--- config.mk ---
export PLATFORM = sky130hd
export DESIGN_NAME = cpu6502_pc_sequencer
export DESIGN_NICKNAME = d
export VERILOG_FILES = /design/src/rtl/cpu6502_pc_sequencer.sv
export SDC_FILE = /design/constraint.sdc
export NUM_CORES = 1
export LEC_CHECK = 0
export CORE_ASPECT_RATIO = 0.75
export CORE_MARGIN = 5
export CORE_UTILIZATION = 44
export CTS_CLUSTER_SIZE = 30
export DETAILED_ROUTE_END_ITERATION = 10
export GPL_ROUTABILITY_DRIVEN = 0
export PLACE_DENSITY = 0.89
export SETUP_SLACK_MARGIN = 0.15
export SYNTH_ARGS = -nofsm -noshare
export SYNTH_HDL_FRONTEND = slang
export SYNTH_SLANG_ARGS = --single-unit
--- constraint.sdc ---
create_clock -name i_clk -period 2.9 [get_ports i_clk]
set_clock_uncertainty 0.1 [all_clocks]
set_input_delay 0.87 -clock i_clk [delete_from_list [all_inputs] [get_ports i_clk]]
set_output_delay 0.87 -clock i_clk [all_outputs]
set_load 0.005 [all_outputs]
--- src/rtl/cpu6502_pc_sequencer.sv ---
// cpu6502_pc_sequencer
// Owns the 6502 program counter and routes every PC update through the
// external jump calculator: +1 increments, absolute loads and the NMOS
// relative-branch timing (2 cycles not taken, 3 taken, 4 with page cross).
module cpu6502_pc_sequencer #(
    parameter logic [15:0] RESET_PC = 16'hFFFC
) (
    input  logic        i_clk,
    input  logic        i_reset,
    input  logic        i_ready,
    input  logic        i_pcIncrement,
    input  logic        i_jumpLoad,
    input  logic [15:0] i_jumpTarget,
    input  logic        i_branchStart,
    input  logic        i_branchTaken,
    input  logic [7:0]  i_branchOffset,
    input  logic [15:0] i_calcNewPC,
    output logic [15:0] o_pc,
    output logic        o_calcIncrement,
    output logic        o_calcJumpRelative,
    output logic        o_calcJumpAbsolute,
    output logic [15:0] o_calcAbsoluteAddress,
    output logic [7:0]  o_calcRelativeOffset,
    output logic        o_busy,
    output logic        o_branchDone
);

    localparam logic [1:0] ST_IDLE   = 2'd0;
    localparam logic [1:0] ST_BR_ADD = 2'd1;
    localparam logic [1:0] ST_BR_FIX = 2'd2;

    logic [1:0]  r_state;
    logic [1:0]  w_state_next;
    logic [15:0] r_pc;
    logic [7:0]  r_offset;
    logic [15:0] r_target;
    logic        r_branch_done;

    logic [15:0] w_pc_next;
    logic [7:0]  w_offset_next;
    logic [15:0] w_target_next;
    logic        w_done_next;
    logic        w_same_page;

    // The branch target stays on the current page when the high bytes match;
    // a wrap through 0xFFFF/0x0000 changes the high byte and so counts as a cross.
    assign w_same_page = (i_calcNewPC[15:8] == r_pc[15:8]);

    // State register: reset wins, RDY low freezes the sequence.
    always_ff @(posedge i_clk) begin
        if (i_reset) begin
            r_state <= ST_IDLE;
        end else if (i_ready) begin
            r_state <= w_state_next;
        end else begin
            r_state <= r_state;
        end
    end

    // Next-state logic: only a taken branch leaves IDLE; a page cross adds BR_FIX.
    always_comb begin
        w_state_next = r_state;
        case (r_state)
            ST_IDLE: begin
                if (!i_jumpLoad && i_branchStart && i_branchTaken) begin
                    w_state_next = ST_BR_ADD;
                end else begin
                    w_state_next = ST_IDLE;
                end
            end
            ST_BR_ADD: begin
                if (w_same_page) begin
                    w_state_next = ST_IDLE;
                end else begin
                    w_state_next = ST_BR_FIX;
                end
            end
            ST_BR_FIX: w_state_next = ST_IDLE;
            default:   w_state_next = ST_IDLE;
        endcase
    end

    // Output logic: drive exactly one calculator control and form the next PC/register values.
    always_comb begin
        o_calcIncrement       = 1'b0;
        o_calcJumpRelative    = 1'b0;
        o_calcJumpAbsolute    = 1'b0;
        o_calcAbsoluteAddress = 16'h0000;
        o_calcRelativeOffset  = 8'h00;
        w_pc_next             = r_pc;
        w_offset_next         = r_offset;
        w_target_next         = r_target;
        w_done_next           = 1'b0;
        case (r_state)
            ST_IDLE: begin
                if (i_jumpLoad) begin
                    o_calcJumpAbsolute    = 1'b1;
                    o_calcAbsoluteAddress = i_jumpTarget;
                    w_pc_next             = i_calcNewPC;
                end else if (i_branchStart) begin
                    // Step past the offset byte; a not-taken branch ends here.
                    o_calcIncrement = 1'b1;
                    w_pc_next       = i_calcNewPC;
                    w_offset_next   = i_branchOffset;
                    w_done_next     = ~i_branchTaken;
                end else if (i_pcIncrement) begin
                    o_calcIncrement = 1'b1;
                    w_pc_next       = i_calcNewPC;
                end else begin
                    w_pc_next = r_pc;
                end
            end
            ST_BR_ADD: begin
                o_calcJumpRelative   = 1'b1;
                o_calcRelativeOffset = r_offset;
                if (w_same_page) begin
                    w_pc_next   = i_calcNewPC;
                    w_done_next = 1'b1;
                end else begin
                    // Dummy read on the old page, real target fixed up next cycle.
                    w_pc_next     = {r_pc[15:8], i_calcNewPC[7:0]};
                    w_target_next = i_calcNewPC;
                end
            end
            ST_BR_FIX: begin
                o_calcJumpAbsolute    = 1'b1;
                o_calcAbsoluteAddress = r_target;
                w_pc_next             = i_calcNewPC;
                w_done_next           = 1'b1;
            end
            default: begin
                w_pc_next = r_pc;
            end
        endcase
    end

    // Datapath registers: PC, branch offset/target and the done pulse, all frozen by RDY low.
    always_ff @(posedge i_clk) begin
        if (i_reset) begin
            r_pc          <= RESET_PC;
            r_offset      <= 8'h00;
            r_target      <= 16'h0000;
            r_branch_done <= 1'b0;
        end else if (i_ready) begin
            r_pc          <= w_pc_next;
            r_offset      <= w_offset_next;
            r_target      <= w_target_next;
            r_branch_done <= w_done_next;
        end else begin
            r_pc          <= r_pc;
            r_offset      <= r_offset;
            r_target      <= r_target;
            r_branch_done <= r_branch_done;
        end
    end

    assign o_pc         = r_pc;
    assign o_busy       = (r_state != ST_IDLE);
    assign o_branchDone = r_branch_done;

endmodule

==> metrics.cfg <==
[grt]
grt-ovfl-total=0
grt_pass1_vias=2537
grt_pass1_wl_mm=12.0
grt_max_degree=43
antenna_found_initial=0
grtUsageTotal_pct=21.5

[die]
fp.coreArea_mm2=0.00535
io_pins=92
die-area_mm2=0.00716
start_util_pct=45.6
num_rows=23
die_h_um=74.5
die_x_um=96.0

[logic_synthesis]
synth_top_area_share_pct=35.2
ys_seq_area_share_pct=35.2
syn_nets=344
synth_cells=297
syn_avg_cell_area_um2=8.22
synthTopCellsByArea=dfxtp_1 35%, mux2i_1 9.8%, nand2b_1 8.5%
syn_area_mm2=0.00244
yosysTopAreaCell=dfxtp_1
yosysUniqueCellTypes=32
synth_warnings=0
ys_ff_latch=43

[route]
vias=2454
drt_iter0_drc=129
drcViolationCount=0
dr.pass1.iters=4
ant_nets=0
wl_per_cell_um=15.7
wl_mm=7.39
vias_per_cell=5.21

[timing]
max_slew.worst_pin.slew_ns=0.646
min_period_ns=2.69
finalHoldViolCount=0
fmax_ghz=0.372
final.period_utilization_pct=92.7
timing.slew.headroom_pct=56.9
setup_viol=0
drv_slew=0
rsz0062_at_grt=false

[hold_path]
whs_path_depth=2
hold_path_class=flip-flop to flip-flop

[power_and_ir_drop]
p_total_uw=1420
p_per_area_mw_per_mm2=384
irDropWorstVdd_uv=328
p_leak_uw=0.00146

[worst_setup_path]
endpoint_kind=flip-flop
ff2ff_path_depth=5
cp_max_fo=15
critPathArrivalTime_ns=2.81
critPathRequiredTime_ns=3.02
crit_type=input port to flip-flop
critPathLaunchType=input port

[cells_and_area]
diodes=0
drive_gt1_share_pct=22.7
final_util_pct=69.1
syn_to_final_growth_pct=51.4
nNetsFinal=442

[job]
max-cap-violations=0

[cts]
clk_pin_slew_ns=0.08
clk_path_buf_depth=2
cts_buffers=5
cts_root_buffer=clkbuf_8
cts_tree=yes
htree_num_levels=2
insertion_delay_ns=0.30
clkSinkCount=43

[placement]
dp.final_hpwl_mm=5.22
io_buffers=91

[run_status]
outcome=completed

## cells by family (layout without fill, tap and decap cells)
logic type / Yosys count / in the layout / synth area share, %
multiplexers: 32 / 32 / 14.1
buffers and inverters: 24 / 123 / 4.46
flip-flops: 43 / 43 / 35.2
XOR/XNOR: 8 / 8 / 2.87
AND/OR/NAND/NOR: 155 / 155 / 33.8
AO/OA/AOI/OAI: 35 / 35 / 9.48
## Yosys cell counts
master and instances:
mux2_4 4, or4_4 1, o21ai_1 1, dfxtp_1 43, buf_1 3, nand4_1 1, a211oi_1 1, nand3_1 1
xor2_1 8, and4_1 7, and2_1 8, nand3b_1 6, buf_6 2, a21oi_1 13, nor3b_1 1, nor2b_1 3
nor3_1 13, clkbuf_1 16, o21a_1 2, a21oi_2 1, nand2_1 28, nor2_1 46, a21boi_0 1, nand2b_1 33
mux2i_1 24, o21ba_2 1, buf_2 3, nor4_2 2, nor3_2 4, a22oi_1 15, mux2_2 4, or2_2 1
## placed cells by master (no fill, tap or decap), types with 6 or more instances in the layout
cell type,count
nor2_1,45
and4_1,7
dfxtp_1,41
and2_1,8
nand2_1,28
a21oi_1,12
buf_2,18
buf_4,17
nor3_1,13
nand2b_1,33
a22oi_2,15
mux2i_1,24
xor2_1,8
clkdlybuf4s50_1,70
nand3b_1,6
## report_power, final
part / internal [uW] / leakage (uW) / switching [uW]
clock network: 257 / 0.0000581 / 221
registers: 612 / 0.000353 / 16.9
logic: 183 / 0.00105 / 132
total: 1050 / 0.00146 / 370
## registers in the layout (all words and copies together), names as in the netlist
register and flops:
r_offset 8, r_state 2, o_branchDone 1, r_target 16, o_pc 16
## final cells by class
cell class,instances,area [um^2]
timing repair buffer,115,1050
tap,75,93.8
clock inverter,3,43.8
multi-input combinational,230,1570
sequential,43,868
clock buffer,5,68.8
fill,428,1650
## routing by layer
metal	track usage [%]	vias up	part of all wire (%)
li1	-	1207	-
met1	25.4	1151	42
met3	7.28	15	8.2
met2	36.1	81	48
met5	0	-	0
met4	8.20	0	2.1
## worst max-delay path, stage by stage
cell	delay [ns]
clkdlybuf4s50_1	0.42
buf_4	0.15
or4_4	0.48
o21a_1	0.25
buf_12	0.17
mux2_4	0.30
nor3_2	0.16
## path summary, 6_finish.rpt
| kind | startpoint | end | slack, ns |
|---|---|---|---|
| max | i_branchStart | o_pc[8] | 0.21 |
| min | o_pc[0] | o_pc[0] | 0.36 |
| max reg2reg | r_state[1] | o_pc[8] | 0.87 |
| min reg2reg | o_pc[0] | o_pc[0] | 0.36 |
## metrics by stage
| stage | setup TNS [ns] | instances | hold slack, ns | instance area [um^2] | setup slack, ns |
|---|---|---|---|---|---|
| after floorplan | 0 | 297 | 0.349 | 2450 | 0.179 |
| after global placement | -7.03 | 459 | 0.348 | 3510 | -0.419 |
| after detailed placement | -8.20 | 459 | 0.354 | 3510 | -0.490 |
| after CTS | 0 | 470 | 0.365 | 3680 | 0.0638 |
| after global routing | 0 | 471 | 0.398 | 3700 | 0.142 |
| final | 0 | 471 | 0.363 | 3700 | 0.211 |
## timing repair
| item | CTS | global route |
|---|---|---|
| gates cloned | 1 | 1 |
| setup buffers | 2 | 0 |
| endpoints found under the setup margin | 26 | 25 |
| pin swaps | 1 | 8 |
| resized for setup | 86 | 15 |
| hold buffers | 0 | 0 |
No activity file was read; power rests on OpenSTA's default activity.
